## src/rtl/calc_arbiter.sv

```systemverilog
// Purpose  : two-requester round-robin arbiter sharing one calc accumulator; bursts lock the owner.
// Latency  : 4 cycles per op minimum (grant, strobe, capture, response); IDLE adds a bubble after a last beat.
// Backpress: req_ready is offered to one requester at a time; the response is held until rsp_ready[owner].
//
// Ports
//   clk, btnac_n                 clock and synchronous active-low reset (also clears the calc)
//   req_valid/ready/op/data/     per-requester request channel, bit/field 0 = A, 1 = B;
//   req_clr/req_last             clr requests an accumulator clear, last=0 keeps the lock
//   rsp_valid/ready, rsp_data    per-requester response channel carrying the post-op accumulator
//   calc_btnc/btnac/btnl/r/d/sw  drive side of the calc datapath; calc_led is its accumulator
//   owner, busy, timeout_err     last granted requester, FSM not idle, forced lock release pulse
module calc_arbiter #(
    parameter int DATA_W       = 16,
    parameter int LOCK_TIMEOUT = 16
) (
    input  logic                  clk,
    input  logic                  btnac_n,
    input  logic [1:0]            req_valid,
    output logic [1:0]            req_ready,
    input  logic [5:0]            req_op,
    input  logic [2*DATA_W-1:0]   req_data,
    input  logic [1:0]            req_clr,
    input  logic [1:0]            req_last,
    output logic [1:0]            rsp_valid,
    input  logic [1:0]            rsp_ready,
    output logic [DATA_W-1:0]     rsp_data,
    output logic                  calc_btnc,
    output logic                  calc_btnac,
    output logic                  calc_btnl,
    output logic                  calc_btnr,
    output logic                  calc_btnd,
    output logic [DATA_W-1:0]     calc_sw,
    input  logic [DATA_W-1:0]     calc_led,
    output logic                  owner,
    output logic                  busy,
    output logic                  timeout_err
);

    localparam logic [2:0] S_IDLE  = 3'd0;
    localparam logic [2:0] S_ISSUE = 3'd1;
    localparam logic [2:0] S_CAPT  = 3'd2;
    localparam logic [2:0] S_RESP  = 3'd3;
    localparam logic [2:0] S_HOLD  = 3'd4;

    // Timer wide enough to reach LOCK_TIMEOUT-1; a zero timeout never compares.
    localparam int             TW   = (LOCK_TIMEOUT > 1) ? $clog2(LOCK_TIMEOUT) : 1;
    localparam logic [TW-1:0]  TMAX = TW'(LOCK_TIMEOUT - 1);

    typedef struct packed {
        logic [2:0]        op;
        logic [DATA_W-1:0] data;
        logic              clr;
        logic              last;
    } req_t;

    logic [2:0]    state;
    req_t          lat_q;      // request currently driving the calc
    req_t          sel_req;    // request of the requester being granted this cycle
    logic          grant_vld;
    logic          grant_sel;
    logic          pref;       // requester that wins when both are valid in IDLE
    logic [TW-1:0] hold_tmr;
    logic          hold_expire;

    // Grant selection. In IDLE a lone requester wins; a tie goes to pref,
    // which always points away from the last winner (A out of reset).
    // In HOLD only the lock owner may be accepted.
    always_comb begin
        grant_vld = 1'b0;
        grant_sel = 1'b0;
        req_ready = 2'b00;
        if (btnac_n) begin
            case (state)
                S_IDLE: begin
                    if (req_valid == 2'b11) begin
                        grant_vld = 1'b1;
                        grant_sel = pref;
                    end else if (req_valid[0]) begin
                        grant_vld = 1'b1;
                        grant_sel = 1'b0;
                    end else if (req_valid[1]) begin
                        grant_vld = 1'b1;
                        grant_sel = 1'b1;
                    end
                    if (grant_vld) begin
                        req_ready[grant_sel] = 1'b1;
                    end
                end
                S_HOLD: begin
                    req_ready[owner] = 1'b1;
                    grant_vld        = req_valid[owner];
                    grant_sel        = owner;
                end
                default: begin
                    grant_vld = 1'b0;
                end
            endcase
        end
    end

    always_comb begin
        if (grant_sel) begin
            sel_req.op   = req_op[5:3];
            sel_req.data = req_data[2*DATA_W-1:DATA_W];
            sel_req.clr  = req_clr[1];
            sel_req.last = req_last[1];
        end else begin
            sel_req.op   = req_op[2:0];
            sel_req.data = req_data[DATA_W-1:0];
            sel_req.clr  = req_clr[0];
            sel_req.last = req_last[0];
        end
    end

    assign hold_expire = (LOCK_TIMEOUT != 0) && (hold_tmr == TMAX);

    always_ff @(posedge clk) begin
        if (!btnac_n) begin
            state       <= S_IDLE;
            lat_q       <= '0;
            owner       <= 1'b0;
            pref        <= 1'b0;
            rsp_data    <= '0;
            hold_tmr    <= '0;
            timeout_err <= 1'b0;
        end else begin
            timeout_err <= 1'b0;
            case (state)
                S_IDLE: begin
                    if (grant_vld) begin
                        lat_q <= sel_req;
                        owner <= grant_sel;
                        pref  <= ~grant_sel;
                        state <= S_ISSUE;
                    end
                end
                S_ISSUE: begin
                    state <= S_CAPT;
                end
                S_CAPT: begin
                    // calc_led reflects the strobe issued one cycle earlier.
                    rsp_data <= calc_led;
                    state    <= S_RESP;
                end
                S_RESP: begin
                    if (rsp_ready[owner]) begin
                        hold_tmr <= '0;
                        state    <= lat_q.last ? S_IDLE : S_HOLD;
                    end
                end
                S_HOLD: begin
                    // A beat arriving on the expiry cycle still continues the burst.
                    if (grant_vld) begin
                        lat_q <= sel_req;
                        state <= S_ISSUE;
                    end else if (hold_expire) begin
                        timeout_err <= 1'b1;
                        pref        <= ~owner;
                        state       <= S_IDLE;
                    end else begin
                        hold_tmr <= hold_tmr + TW'(1);
                    end
                end
                default: begin
                    state <= S_IDLE;
                end
            endcase
        end
    end

    always_comb begin
        rsp_valid = 2'b00;
        if (state == S_RESP) begin
            rsp_valid[owner] = 1'b1;
        end
    end

    assign calc_btnc  = btnac_n && (state == S_ISSUE) && !lat_q.clr;
    assign calc_btnac = !btnac_n || ((state == S_ISSUE) && lat_q.clr);
    assign calc_btnl  = lat_q.op[2];
    assign calc_btnr  = lat_q.op[1];
    assign calc_btnd  = lat_q.op[0];
    assign calc_sw    = lat_q.data;
    assign busy       = (state != S_IDLE);

endmodule
```

## config.mk

```make
export PLATFORM = sky130hd
export DESIGN_NAME = calc_arbiter
export DESIGN_NICKNAME = d
export VERILOG_FILES = /design/src/rtl/calc_arbiter.sv
export SDC_FILE = /design/constraint.sdc
export NUM_CORES = 1
export LEC_CHECK = 0
export ABC_AREA = 1
export CORE_MARGIN = 1
export CORE_UTILIZATION = 42
export CTS_BUF_LIST = sky130_fd_sc_hd__clkbuf_4
export CTS_CLUSTER_DIAMETER = 200
export DETAILED_ROUTE_END_ITERATION = 6
export GPL_TIMING_DRIVEN = 0
export PLACE_DENSITY = 0.82
export SYNTH_ARGS = -nofsm -noshare
export SYNTH_HDL_FRONTEND = slang
export SYNTH_SLANG_ARGS = --single-unit
```

## constraint.sdc

```tcl
create_clock -name clk -period 1.7 [get_ports clk]
set_input_delay 0.34 -clock clk [delete_from_list [all_inputs] [get_ports clk]]
set_output_delay 0.34 -clock clk [all_outputs]
set_load 0.01 [all_outputs]
```

==> results of run 1 <==
==> worst max-delay path, cell delays in order (launching register included) <==
cell,delay (ns)
dfxtp_4,0.45
inv_2,0.09
nor2_4,0.16
nand2_4,0.08
nand2_4,0.10
nand2_8,0.05
clkinv_4,0.05
buf_6,0.09
==> power by group through the flow <==
stage          clock [mW]  combinational (mW)  sequential (mW)
3_5_place_dp            0                3.01             1.80
3_3_place_gp            0                2.95             1.79
6_report            0.504                3.37             1.83
4_1_cts             0.517                3.21             1.82
2_1_floorplan           0                1.76             1.84
5_1_grt             0.553                3.71             1.87
==> layer usage <==
| layer | up-vias | GRT usage (%) | wire, microns |
|---|---|---|---|
| met5 | - | 0 | 0 |
| met4 | 0 | 6.996 | 138 |
| met3 | 12 | 4.497 | 494 |
| met2 | 83 | 41.67 | 3292 |
| met1 | 1120 | 25.98 | 2824 |
| li1 | 1284 | - | - |
==> worst max path at each step <==
| stage | end | slack (ns) | cells past startpoint |
|---|---|---|---|
| after floorplan | req_ready[1] | 0.26 | 7 |
| after global placement | req_ready[1] | -0.80 | 8 |
| after detailed placement | req_ready[1] | -0.79 | 8 |
| after CTS | req_ready[0] | -0.08 | 6 |
| after global routing | req_ready[1] | -0.15 | 7 |
| final | req_ready[1] | -0.09 | 7 |
==> flip-flops by register name, summed over array words and instances (netlist names) <==
signal and flops:
state 3, pref 1, calc_btnr 1, calc_btnl 1, calc_btnd 1, calc_sw 16, owner 1, lat_q 2
hold_tmr 4, timeout_err 1, rsp_data 16
==> logic make-up after synthesis <==
kind of cell / Yosys count / synth area share [%]
xor+xnor: 1 / 0.3855
simple gates: 157 / 29.02
fa+ha+maj: 1 / 0.5506
buf+inv: 55 / 13.11
flops: 47 / 41.41
compound gates: 66 / 15.53
==> cell usage in the layout, fill, tap and decap left out, types with 9 or more instances in the layout <==
master	netlist	final
clkdlybuf4s50_1	0	81
nor2_1	67	65
nand2_1	62	62
dfxtp_1	47	39
buf_4	17	32
o21ai_1	30	31
inv_1	20	19
o21ai_0	18	17
dlymetal6s2s_1	0	14
nand3_1	14	11
a21oi_1	10	9
==> layout make-up <==
class,instances,area share [%]
clock buffer,5,1.016
tap,70,2.370
inverter,28,3.114
sequential,47,25.93
timing repair buffer,122,32.23
clock inverter,2,0.2370
buffer,27,5.213
multi-input combinational,225,29.89
==> repair_timing <==
action | CTS | global route
pin swaps | 6 | 7
setup endpoints to repair | 11 | 32
gates resized for setup | 49 | 29
endpoints found under the hold margin | 0 | 0
setup buffers | 11 | 5
==> impl_metrics.env, run 1 <==
export IMPL_intPower_mw=3.384
export IMPL_die_w_microns=75.55
export IMPL_dp_cells=503
export IMPL_dp_hpwl_microns=4610
export IMPL_port_buffers=106
export IMPL_hold_slack_ns=0.3501
export IMPL_initial_core_util_pct=43.93
export IMPL_p_comb_share_pct=59.0
export IMPL_ir_drop_mv=0.7650
export IMPL_firstDrtPassIters=4
export IMPL_grt_total_usage_pct=22.50
export IMPL_cts_made_buffers=5
export IMPL_register_area_sq_um=958.4
export IMPL_syn_area_per_cell_sq_um=6.949
export IMPL_avgRoutedWirePerCell_microns=12.83
export IMPL_clock_root_buffer="clkbuf_4"
export IMPL_io_pins=108
export IMPL_r2r_start="state[2]"
export IMPL_r2r_end="lat_q[0]"
export IMPL_finalClockSkew_ns=0.008522
export IMPL_clk_pin_slew_ns=0.13
export IMPL_slew_limit_headroom_pct=70.11
export IMPL_rsz0062_at_grt="yes"
export IMPL_multiInputGateArea_sq_mm=0.001105
export IMPL_yosysMostFrequentCell="nor2_1"
export IMPL_yosysWarnings=0
export IMPL_cp_arrival_ns=1.45
export IMPL_required_ns=1.36
export IMPL_antenna_found_initial=0
export IMPL_dieArea_sq_mm=0.005708
export IMPL_hold_buffers=0
export IMPL_yosysTopAreaCellShare_pct=41.41
export IMPL_synth_area_top_cells="dfxtp_1 41%, nor2_1 11%, nand2_1 10%, o21ai_1 6.6%, buf_4 5.6%"
export IMPL_num_antenna_cells=0
export IMPL_grt_overflow=0
export IMPL_fin_ws_ns=-0.08686
export IMPL_hold_violations=0
export IMPL_worstSetupPathType="register to primary output"
export IMPL_via_per_inst=4.751
export IMPL_power_per_cell_area_mw_per_mm2=1545
export IMPL_drive_gt1_share_pct=20.39
export IMPL_nFillCells=412
export IMPL_rows=26
export IMPL_synth_enable_flop_cells=0
export IMPL_cp_max_fo=7
export IMPL_remaining_drc_errors=0
export IMPL_finalMaxSlewViolations=0
export IMPL_synthArstFlopShare_pct=0
export IMPL_min_period_over_period_pct=105.1
export IMPL_place_congestion=0.8976
export IMPL_final_util_pct=71.46
export IMPL_placed_area_sq_mm=0.003421
export IMPL_synth_top_area_cell="dfxtp_1"
export IMPL_hold_depth=3
export IMPL_fin_area_sq_mm=0.003696
export IMPL_cp_start_kind="register"
export IMPL_reg2regPathDepth=10
export IMPL_violations="negative setup slack"
export IMPL_seq_power_share_pct=32.1
export IMPL_synth_cells=327
export IMPL_yosys_register_bits=47
export IMPL_status="finished with violations"
export IMPL_p_leak_nw=1.842
export IMPL_num_vias=2499
export IMPL_worst_slew_pin_slew_ns=0.4484
export IMPL_grt_max_degree=14
export IMPL_cts_tree="yes"
export IMPL_final_cells=526
export IMPL_area_growth_pct=62.67
export IMPL_hp_class="input pin to register"
export IMPL_dieHeight_microns=75.55
export IMPL_hp_start="btnac_n"
export IMPL_clock_fmax_mhz=559.6
export IMPL_setup_viol=2
export IMPL_synth_ff_type="dfxtp_1"
export IMPL_crit_start="state[2]"
export IMPL_seq_area_frac_synth_pct=41.41
export IMPL_place_ws_ns=-0.7901
export IMPL_clk_latency_ns=0.37
export IMPL_p_sw_share_pct=40.73
export IMPL_fin_setup_tns_ns=-0.1083
export IMPL_core_sq_mm=0.005172
export IMPL_cts_max_level=2
export IMPL_ant_nets=0
export IMPL_grt_pass1_vias=2212
export IMPL_clk_path_buf_depth=2
export IMPL_synth_cell_types=28
export IMPL_maxCapViolCount=0
export IMPL_syn_num_nets=392
export IMPL_p_total_mw=5.709
export IMPL_wl_microns=6749
export IMPL_synth_common_cells="67 x nor2_1, 62 x nand2_1, 47 x dfxtp_1, 30 x o21ai_1, 20 x inv_1"
export IMPL_cts_sinks=47
export IMPL_hold_end="rsp_data[5]"
export IMPL_p_switching_mw=2.325
export IMPL_drtIter0Drc=132
export IMPL_p_clk_share_pct=8.8
export IMPL_layout_nets=521
export IMPL_period_needed_ns=1.787
export IMPL_syn_cell_area_sq_mm=0.002272
export IMPL_crit_path_end_kind="primary output"
export IMPL_rrSetupSlack_ns=0.09
export IMPL_grt_pass1_wl_microns=9818
Note: power is estimated with default switching activity, not from simulation.
==> inputs of run 2 (changes only) <==
--- a/config.mk
+++ b/config.mk
@@ -6,7 +6,7 @@
 export NUM_CORES = 1
 export LEC_CHECK = 0
 export ABC_AREA = 1
-export CORE_MARGIN = 1
+export CORE_MARGIN = 2
 export CORE_UTILIZATION = 42
 export CTS_BUF_LIST = sky130_fd_sc_hd__clkbuf_4
 export CTS_CLUSTER_DIAMETER = 200
==> impl_metrics.env, run 2 (synthesis results as in run 1) <==
export IMPL_finalMaxSlewViolations=0
export IMPL_nFillCells=384
export IMPL_status="finished with violations"
export IMPL_firstDrtPassIters=4
export IMPL_ant_nets=0
export IMPL_clk_path_buf_depth=2
export IMPL_layout_nets=523
export IMPL_num_antenna_cells=0
export IMPL_slew_limit_headroom_pct=66.93
export IMPL_multiInputGateArea_sq_mm=0.001112
export IMPL_fin_setup_tns_ns=-0.2086
export IMPL_rsz0062_at_grt="yes"
export IMPL_die_w_microns=77.55
export IMPL_grt_pass1_vias=2269
export IMPL_maxCapViolCount=0
export IMPL_required_ns=1.36
export IMPL_ir_drop_mv=0.8287
export IMPL_grt_pass1_wl_microns=10730
export IMPL_drtIter0Drc=80
export IMPL_place_congestion=0.8745
export IMPL_dieArea_sq_mm=0.006014
export IMPL_cp_arrival_ns=1.47
export IMPL_final_cell_mix="81 x clkdlybuf4s50_1, 65 x nor2_1, 62 x nand2_1"
export IMPL_hp_class="input pin to register"
export IMPL_antenna_found_initial=0
export IMPL_grt_overflow=0
export IMPL_dieHeight_microns=77.55
export IMPL_num_vias=2533
export IMPL_remaining_drc_errors=0
export IMPL_cts_tree="yes"
export IMPL_wl_microns=6875
export IMPL_avgRoutedWirePerCell_microns=13.02
export IMPL_violations="negative setup slack"
export IMPL_initial_core_util_pct=43.93
export IMPL_worstSetupPathType="register to primary output"
export IMPL_fin_area_sq_mm=0.003750
export IMPL_hold_slack_ns=0.3339
export IMPL_placed_area_sq_mm=0.003421
export IMPL_worst_slew_pin_slew_ns=0.4961
export IMPL_register_area_sq_um=965.9
export IMPL_clk_latency_ns=0.37
export IMPL_hold_violations=0
export IMPL_cp_start_kind="register"
export IMPL_p_leak_nw=1.863
export IMPL_core_sq_mm=0.005172
export IMPL_finalClockSkew_ns=0.01107
export IMPL_via_per_inst=4.797
export IMPL_crit_path_end_kind="primary output"
export IMPL_clock_fmax_mhz=551.6
export IMPL_dp_hpwl_microns=4737
export IMPL_rows=26
export IMPL_power_per_cell_area_mw_per_mm2=1583
export IMPL_setup_viol=3
export IMPL_fin_ws_ns=-0.1130
export IMPL_cts_sinks=47
export IMPL_drive_gt1_share_pct=22.27
export IMPL_io_pins=108
export IMPL_cts_max_level=2
export IMPL_area_growth_pct=65.03
export IMPL_grt_total_usage_pct=22.15
export IMPL_clock_root_buffer="clkbuf_4"
export IMPL_cp_max_fo=5
export IMPL_final_util_pct=72.50
export IMPL_period_needed_ns=1.813
export IMPL_port_buffers=106
export IMPL_min_period_over_period_pct=106.6
export IMPL_cts_made_buffers=5
export IMPL_grt_max_degree=14
export IMPL_final_common_cell="clkdlybuf4s50_1"
export IMPL_clk_pin_slew_ns=0.13
## run 2: stage by stage
stage                     total power, mW  instances  setup slack, ns
after floorplan                     3.598        327           0.2562
after global placement              4.741        503          -0.7887
after detailed placement            4.813        503          -0.7979
after CTS                           5.672        520          -0.1869
after global routing                6.372        528          -0.2226
final                               5.937        528          -0.1130
## run 2: final cells by class
class / count / share of cell area (%)
multi-input combinational: 225 / 29.66
inverter: 28 / 3.070
timing repair buffer: 124 / 32.03
clock inverter: 1 / 0.8008
buffer: 27 / 5.138
sequential: 47 / 25.76
tap: 70 / 2.336
clock buffer: 6 / 1.201
## run 2: where the power goes
| part | internal [mW] | leakage (nW) | switching [mW] | total (mW) |
|---|---|---|---|---|
| sequential | 1.57 | 0.391 | 0.274 | 1.84 |
| clock | 0.319 | 0.0417 | 0.350 | 0.670 |
| combinational | 1.71 | 1.43 | 1.72 | 3.43 |
## run 2: layer usage
layer	up-vias	global-route usage (%)	routed length, microns
li1	1295	-	-
met2	95	38.52	3432
met3	11	5.116	488
met4	0	5.893	95
met1	1132	27.50	2858
met5	-	0	0
## run 2: final timing paths
kind	from	endpoint	slack, ns	depth (start not counted)
min	btnac_n	rsp_data[15]	0.33	3
max	state[0]	req_ready[0]	-0.11	7
min reg2reg	calc_sw[13]	calc_sw[13]	0.46	2
max reg2reg	state[2]	calc_sw[10]	0.05	10
## run 2: timing repair
action / in CTS / in global routing
hold buffers: 0 / 0
pin swaps: 4 / 3
resized for setup: 47 / 41
setup endpoints to repair: 12 / 30
buffers inserted: 10 / 8
## run 2: worst max-delay path: stages, from the launching register on
cell     delay (ns)
dfxtp_4        0.37
buf_6          0.13
nor2_4         0.13
nand3_4        0.10
o22ai_2        0.11
inv_1          0.06
nor2_1         0.08
buf_2          0.14
==> inputs of run 3 (changes only) <==
--- a/config.mk
+++ b/config.mk
@@ -13,6 +13,7 @@
 export DETAILED_ROUTE_END_ITERATION = 6
 export GPL_TIMING_DRIVEN = 0
 export PLACE_DENSITY = 0.82
+export SKIP_LAST_GASP = 1
 export SYNTH_ARGS = -nofsm -noshare
 export SYNTH_HDL_FRONTEND = slang
 export SYNTH_SLANG_ARGS = --single-unit
==> impl_metrics.env, run 3 (synthesis results as in run 1) <==
export IMPL_ir_drop_mv=0.7994
export IMPL_dieArea_sq_mm=0.006014
export IMPL_grt_total_usage_pct=22.15
export IMPL_avgRoutedWirePerCell_microns=12.97
export IMPL_grt_max_degree=14
export IMPL_drtIter0Drc=68
export IMPL_hold_buffers=0
export IMPL_clk_path_buf_depth=2
export IMPL_drive_gt1_share_pct=22.27
export IMPL_rsz0062_at_grt="yes"
export IMPL_worst_slew_pin_slew_ns=0.4710
export IMPL_remaining_drc_errors=0
export IMPL_grt_pass1_vias=2269
export IMPL_cts_sinks=47
export IMPL_num_antenna_cells=0
export IMPL_slowest_stage="dfxtp_4"
export IMPL_antenna_found_initial=0
export IMPL_crit_path_end_kind="primary output"
export IMPL_final_cell_mix="81 x clkdlybuf4s50_1, 65 x nor2_1, 62 x nand2_1"
export IMPL_rrSetupSlack_ns=0.06
export IMPL_p_leak_nw=1.862
export IMPL_firstDrtPassIters=4
export IMPL_final_common_cell="clkdlybuf4s50_1"
export IMPL_io_pins=108
export IMPL_hp_class="input pin to register"
export IMPL_wl_microns=6850
export IMPL_placed_area_sq_mm=0.003421
export IMPL_port_buffers=106
export IMPL_cp_top_family="flip-flops"
export IMPL_dp_hpwl_microns=4737
export IMPL_hold_violations=0
export IMPL_worstSetupPathType="register to primary output"
export IMPL_clk_latency_ns=0.37
export IMPL_dieHeight_microns=77.55
export IMPL_cts_tree="yes"
export IMPL_slew_limit_headroom_pct=68.60
export IMPL_clk_pin_slew_ns=0.14
export IMPL_finalMaxSlewViolations=0
export IMPL_core_sq_mm=0.005172
export IMPL_crit_chain="buf_4, nor2_4, nand3_4, o22ai_2, inv_1, nor2_1, buf_2"
export IMPL_clock_root_buffer="clkbuf_4"
export IMPL_fin_ws_ns=-0.1700
export IMPL_cts_max_level=2
export IMPL_min_period_over_period_pct=110.0
export IMPL_cp_arrival_ns=1.53
export IMPL_cp_num_buf_inv=3
export IMPL_place_congestion=0.8745
export IMPL_max_stage_delay_ns=0.37
export IMPL_clock_fmax_mhz=534.8
export IMPL_fin_setup_tns_ns=-0.2189
export IMPL_via_per_inst=4.790
export IMPL_period_needed_ns=1.870
export IMPL_nFillCells=384
export IMPL_num_vias=2529
export IMPL_status="finished with violations"
export IMPL_area_growth_pct=64.87
export IMPL_ant_nets=0
export IMPL_cp_max_fo=5
export IMPL_rows=26
export IMPL_die_w_microns=77.55
export IMPL_layout_nets=523
export IMPL_power_per_cell_area_mw_per_mm2=1582
export IMPL_cp_start_kind="register"
export IMPL_violations="negative setup slack"
export IMPL_finalClockSkew_ns=0.01753
export IMPL_setup_viol=3
export IMPL_cts_made_buffers=5
export IMPL_grt_pass1_wl_microns=10730
export IMPL_grt_overflow=0
export IMPL_initial_core_util_pct=43.93
export IMPL_fin_area_sq_mm=0.003746
export IMPL_required_ns=1.36
export IMPL_maxCapViolCount=0
## run 3: changes by cell type in the layout (fill, tap and decap cells not counted)
cell	change
buf_4	+1
buf_6	-1
## run 3: final cells by class
class                           instances  area (sq um)  share of cell area, %
Multi-Input combinational cell        225          1112                  29.69
Sequential cell                        47         965.9                  25.78
Inverter                               28         115.1                  3.073
Tap cell                               70         87.58                  2.338
Buffer                                 27         192.7                  5.144
Timing Repair Buffer                  124          1197                  31.96
Clock inverter                          1         30.03                 0.8016
Clock buffer                            6         45.04                  1.202
## run 3: path summary, 6_finish.rpt
path,startpoint,endpoint,cells after the start
worst max-delay path,state[0],req_ready[0],7
worst min-delay path,btnac_n,rsp_data[15],3
worst max register to register,state[2],calc_sw[10],10
worst min register to register,calc_sw[13],calc_sw[13],2
## run 3: what timing repair did
| action | in CTS | in global routing |
|---|---|---|
| buffers inserted | 10 | 8 |
| pin swaps | 4 | 3 |
| endpoints found under the setup margin | 12 | 30 |
| resized for setup | 47 | 40 |
| hold endpoints to repair | 0 | 0 |
## run 3: power breakdown
group / internal, mW / switching, mW / leakage (nW)
combinational: 1.70 / 1.71 / 1.43
clock: 0.320 / 0.353 / 0.0417
sequential: 1.57 / 0.270 / 0.391
total: 3.59 / 2.34 / 1.86
## run 3: metrics by stage
step                setup WS [ns]  utilization [%]  std cells  total power, mW  hold WS (ns)
global placement          -0.7887            66.13        503            4.741        0.4386
global route              -0.2649            72.42        528            6.356        0.3546
floorplan                  0.2562                -        327            3.598        0.4271
detailed placement        -0.7979            66.13        503            4.813        0.4401
finish                    -0.1700            72.42        528            5.926        0.3312
CTS                       -0.1869            69.69        520            5.672        0.3066
## run 3: layer usage
layer / GRT usage [%] / routed length (microns) / share of wire, %
met4: 5.893 / 116 / 1.7
met2: 38.52 / 3367 / 49
met5: 0 / 0 / 0
met3: 5.116 / 492 / 7.2
met1: 27.50 / 2873 / 42
## run 3: tightest hold or removal path, cell delays in order
cell,delay (ns)
buf_2,0.19
o21ai_0,0.10
nor2_1,0.04
